## config.mk

```make
export PLATFORM = sky130hd
export DESIGN_NAME = load_ext_pipe
export DESIGN_NICKNAME = d
export VERILOG_FILES = /design/src/rtl/load_ext_pipe.sv
export SDC_FILE = /design/constraint.sdc
export NUM_CORES = 1
export LEC_CHECK = 0
export CAP_MARGIN = 20
export CORE_ASPECT_RATIO = 0.9
export CORE_UTILIZATION = 40
export CTS_BUF_LIST = sky130_fd_sc_hd__clkbuf_16
export DETAILED_ROUTE_END_ITERATION = 8
export PLACE_DENSITY = 0.76
export SETUP_SLACK_MARGIN = 0.5
export SLEW_MARGIN = 20
export SYNTH_ARGS = -nofsm -noshare
export SYNTH_HDL_FRONTEND = slang
export SYNTH_SLANG_ARGS = --single-unit
```

## constraint.sdc

```tcl
create_clock -name clk -period 1.8 [get_ports clk]
set_clock_uncertainty 0.15 [all_clocks]
set_input_delay 0.36 -clock clk [delete_from_list [all_inputs] [get_ports clk]]
set_output_delay 0.36 -clock clk [all_outputs]
set_load 0.05 [all_outputs]
```

## src/rtl/load_ext_pipe.sv

```systemverilog
// load_ext_pipe: load-data byte/half/word/dword extraction with sign/zero extension,
// registered output stage plus one-entry skid buffer. Rev 1.0
`default_nettype none

module load_ext_pipe #(
   parameter  int DATA_W = 32,
   parameter  int TAG_W  = 5,
   localparam int OFF_W  = $clog2(DATA_W / 8)
) (
   input  logic              clk,
   input  logic              rst,
   input  logic              in_valid,
   output logic              in_ready,
   input  logic [DATA_W-1:0] in_rdata,
   input  logic [OFF_W-1:0]  in_off,
   input  logic [1:0]        in_size,
   input  logic              in_signed,
   input  logic [TAG_W-1:0]  in_tag,
   output logic              out_valid,
   input  logic              out_ready,
   output logic [DATA_W-1:0] out_data,
   output logic [TAG_W-1:0]  out_tag,
   output logic              out_err
);

   localparam logic [DATA_W-1:0] c_ones    = '1;
   localparam logic [7:0]        c_data_w  = 8'(DATA_W);
   localparam logic [OFF_W-1:0]  c_off_one = '1;

   logic [7:0]        w_fw;
   logic [DATA_W-1:0] w_shift;
   logic [DATA_W-1:0] w_mask;
   logic [DATA_W-1:0] w_top;
   logic              w_msb;
   logic              w_misalign;
   logic              w_illegal;
   logic              w_err;
   logic [DATA_W-1:0] w_data;

   // Shifting past the vector width yields zero, so a full-width field gets an all-ones mask.
   always_comb begin
      w_fw       = 8'd8 << in_size;
      w_illegal  = (w_fw > c_data_w);
      w_misalign = |(in_off & ~(c_off_one << in_size));
      w_err      = w_illegal | w_misalign;
      w_shift    = in_rdata >> {in_off, 3'b000};
      w_mask     = ~(c_ones << w_fw);
      w_top      = w_mask & ~(w_mask >> 1);
      w_msb      = |(w_shift & w_top);
      w_data     = (w_shift & w_mask) | ({DATA_W{in_signed & w_msb}} & ~w_mask);
      if (w_err) begin
         w_data = '0;
      end
   end

   logic              or_valid_q, or_valid_d;
   logic [DATA_W-1:0] or_data_q,  or_data_d;
   logic [TAG_W-1:0]  or_tag_q,   or_tag_d;
   logic              or_err_q,   or_err_d;
   logic              sk_valid_q, sk_valid_d;
   logic [DATA_W-1:0] sk_data_q,  sk_data_d;
   logic [TAG_W-1:0]  sk_tag_q,   sk_tag_d;
   logic              sk_err_q,   sk_err_d;
   logic              in_ready_q;
   logic              w_push;
   logic              w_pop;

   assign w_push = in_valid & in_ready_q;
   assign w_pop  = or_valid_q & out_ready;

   always_comb begin
      or_valid_d = or_valid_q;
      or_data_d  = or_data_q;
      or_tag_d   = or_tag_q;
      or_err_d   = or_err_q;
      sk_valid_d = sk_valid_q;
      sk_data_d  = sk_data_q;
      sk_tag_d   = sk_tag_q;
      sk_err_d   = sk_err_q;
      if (!or_valid_q || w_pop) begin
         if (sk_valid_q) begin
            or_valid_d = 1'b1;
            or_data_d  = sk_data_q;
            or_tag_d   = sk_tag_q;
            or_err_d   = sk_err_q;
            sk_valid_d = w_push;
            if (w_push) begin
               sk_data_d = w_data;
               sk_tag_d  = in_tag;
               sk_err_d  = w_err;
            end
         end else if (w_push) begin
            or_valid_d = 1'b1;
            or_data_d  = w_data;
            or_tag_d   = in_tag;
            or_err_d   = w_err;
         end else begin
            or_valid_d = 1'b0;
         end
      end else if (w_push) begin
         sk_valid_d = 1'b1;
         sk_data_d  = w_data;
         sk_tag_d   = in_tag;
         sk_err_d   = w_err;
      end
   end

   always_ff @(posedge clk) begin
      if (rst) begin
         or_valid_q <= 1'b0;
         or_data_q  <= '0;
         or_tag_q   <= '0;
         or_err_q   <= 1'b0;
         sk_valid_q <= 1'b0;
         sk_data_q  <= '0;
         sk_tag_q   <= '0;
         sk_err_q   <= 1'b0;
         in_ready_q <= 1'b1;
      end else begin
         or_valid_q <= or_valid_d;
         or_data_q  <= or_data_d;
         or_tag_q   <= or_tag_d;
         or_err_q   <= or_err_d;
         sk_valid_q <= sk_valid_d;
         sk_data_q  <= sk_data_d;
         sk_tag_q   <= sk_tag_d;
         sk_err_q   <= sk_err_d;
         in_ready_q <= !sk_valid_d;
      end
   end

   assign in_ready  = in_ready_q;
   assign out_valid = or_valid_q;
   assign out_data  = or_data_q;
   assign out_tag   = or_tag_q;
   assign out_err   = or_err_q;

endmodule

`default_nettype wire
```

==> results.md <==
- Outcome: finished, final reports clean
- FP Rows: 33
- Largest area contributor in the synthesized netlist: dfxtp_1
- Vias in the first global route: 4,480
- Final setup vio count: 0
- DRT Pass-1 Iters: 5
- Sink Count: 79
- Max-slew violation count: 0
- Synth top area share: 0.407
- Chip width: 106 um
- Type of the worst setup path: reg2reg
- Remaining Overflow, GRT: 0
- Antenna cell count: 0
- Syn nets: 481
- Reg clk slew, reported paths: 0.06 ns
- Routing usage on met1: 0.347
- Yosys warns: 0
- Final Cycle Share: 0.917
- Simple-Gate Fraction of Synth Area: 0.171
- Die Span Y: 95.5 um
- Min cycle time layout: 1.65 ns
- Clk root buf: clkbuf_16
- Distinct cells, synth: 39
- Post-synthesis mux area share: 0.108
- Die area: 0.0101 mm2
- GPL Wtd Cong: 0.868
- CP endpoint kind: flop
- H-tree levels: 3
- Min-Delay Path Class: reg2reg
- R2r setup slk: 0.15 ns
- Req. time, crit path: 1.90 ns
- Core area: 0.00929 mm2
- RR Startpoint: out_valid
- Post-synth EDFFs: 0
- Hold path endpoint: sk_tag_q[1]
- Remaining routing DRC violations: 0
- Compound-Gate Fraction of Synth Area: 0.259
- Vias: 4,395
- Synth Flop Type: dfxtp_1
- RSZ-0062 raised after global routing: yes
- Worst-margin pin slew: 0.499 ns
- Total Wirelength: 15.9 mm
- Dpl hpwl: 8.71 mm
- Cells on Worst Hold Path: 2
- Average routed wire per standard cell: 21.9 um
- Fraction of layout cells with a size suffix above 1: 0.580
- Maximum VDD drop: 602 uV
- Gr busiest metal: met2
- Async set-reset flop share out of synthesis: 0
- Post-synthesis xor/xnor area fraction: 0.00225
- Avg Cell Area, Syn: 8.94 um2
- Top post-synthesis cells by area: dfxtp_1 (41%), nand2_1 (6.7%), a211oi_1 (5.6%), mux4_2 (4.6%), mux2_2 (4.3%)
- Max-cap violations: 0
- Io pins: 86
- Max FO, Critical Path: 6
- Met3 Track Usage GR: 0.0588
- Synthesized instance count: 435
- Seq cells post-synth: 79
- M2 GR Usage: 0.520
- Seq/Total Area, Yosys: 0.407
- I/O Buffers: 85
- Mapped Area: 0.00389 mm2
- Global-route wire length before repair: 22.9 mm
- PD cells: 783 mW/mm2
- Initial Utilization: 0.418
- Crit path arrival time: 1.75 ns
- Vias per Instance: 6.06
- WHS: 0.309 ns
- Place WS: -0.538 ns
- Hold_buf cts: 0
- Antenna violations before repair: 0
- Final net count: 644
- Largest net degree at the start of global routing: 39
- Clk buf depth: 2
- Fmax: 0.606 GHz
- Worst Hold Launch: sk_tag_q[1]
- Drt first-iter violations: 383
- Area Overhead vs Synth: 81.2%
- Lkg Pwr: 2.67 nW
- Antenna viol nets, final: 0
- Startpoint types: flop
- All-Layer GR Usage: 0.298
- Clk Latency, worst-skew pair: 0.35 ns
- CTS tree: done
- Largest family of logic cells by synthesized area: compound AO/OA/AOI/OAI gates
- Post-Synth Adder-Cell Area: 0
- Final Hold Viols: 0
- Worst rel slew slack: 0.667
- TritonCTS Buffers: 9
- Final worst slack: 0.150 ns
- Worst r2r path cells: 8
- Worst R2R End: sk_data_q[15]
[cells in the final DEF, fill, tap and decap left out, types with 9 or more instances in the layout]
master / count
buf_8: 40
a21oi_2: 14
nand2_1: 55
dfxtp_2: 31
dfxtp_1: 38
o21ai_0: 10
nand2_4: 9
buf_6: 16
o211ai_1: 9
clkdlybuf4s50_1: 30
a211oi_2: 22
clkbuf_16: 13
dfxtp_4: 10
buf_4: 67
mux2_2: 15
nor2_1: 24
a221oi_2: 20
a21oi_1: 10
buf_12: 20
nand3_1: 12
nand3b_1: 9
[metal layers]
metal,share of wire,vias to the layer above
li1,-,1927
met1,0.37,2111
met2,0.50,293
met3,0.086,64
met4,0.039,0
met5,0,-
[cells by family after synthesis]
kind of cell,after synthesis
AOI/OAI and AO/OA,139
xor gates and xnor gates,1
buffers and inverters,44
DFF,79
muxes,30
and+or+nand+nor,142
[worst max path at each step]
stage | endpoint | cells after the start | slack, ns | startpoint
after floorplan | out_data[11] | 5 | 0.15 | in_off[1]
after global placement | out_data[12] | 5 | -0.48 | in_off[1]
after detailed placement | sk_data_q[22] | 6 | -0.54 | in_off[1]
after CTS | out_data[16] | 7 | 0.22 | out_valid
after global routing | sk_data_q[15] | 8 | 0.08 | out_valid
final | sk_data_q[15] | 8 | 0.15 | out_valid
[synth_stat cells (7+ instances only)]
| cell type | n |
|---|---|
| dfxtp_1 | 79 |
| nand2_1 | 69 |
| a21boi_0 | 8 |
| a221oi_1 | 16 |
| o211ai_1 | 9 |
| nand3b_1 | 9 |
| nor2_1 | 31 |
| clkbuf_1 | 24 |
| mux4_2 | 8 |
| a211oi_1 | 29 |
| mux2i_1 | 7 |
| buf_2 | 13 |
| nand3_1 | 16 |
| a21oi_1 | 26 |
| o21ai_0 | 23 |
| mux2_2 | 15 |
| o21bai_1 | 7 |
| a221oi_2 | 8 |
[timing repair]
item,in CTS,in global routing
pin swaps,40,30
buffers inserted,32,7
gates resized for setup,214,72
hold endpoints to repair,0,0
cloned,4,5
endpoints found under the setup margin,118,118
[critical path: stages, from the launching register on]
cell and delay [ns]:
dfxtp_4 0.34, buf_4 0.12, nand2b_4 0.06, buf_4 0.14, a21oi_4 0.13, buf_12 0.15, buf_12 0.13, nor2_1 0.07
a211oi_2 0.25
[where the power goes]
part | internal (mW) | total (mW) | switching (mW)
registers | 1.86 | 1.95 | 0.0906
clock network | 1.05 | 1.79 | 0.734
logic | 0.858 | 1.78 | 0.922
total | 3.77 | 5.52 | 1.75
[layout make-up]
cell class | count | area, um2
well taps | 122 | 153
multi-input cells | 313 | 2680
clock inverters | 7 | 57.6
fillers | 533 | 2250
clock buffers | 9 | 225
flip-flops and latches | 79 | 1660
inverters | 2 | 7.51
repair buffers | 193 | 2260
[registers in the layout, summed over array words and instances (netlist names)]
| name | flops |
|---|---|
| in_ready | 1 |
| sk_err_q | 1 |
| sk_data_q | 32 |
| out_valid | 1 |
| sk_tag_q | 5 |
| out_data | 32 |
| sk_valid_q | 1 |
| out_tag | 5 |
| out_err | 1 |
[metrics by stage]
stage	setup TNS, ns	util	cell area (um2)	power (mW)	instances
final	0	0.758	7040	5.52	725
after global routing	0	0.758	7040	5.68	725
after CTS	0	0.710	6600	5.30	713
after detailed placement	-32.08	0.582	5410	3.26	661
after global placement	-29.48	0.582	5410	3.23	661
after floorplan	0	-	4250	2.76	435
(Power assumes the default switching activity.)
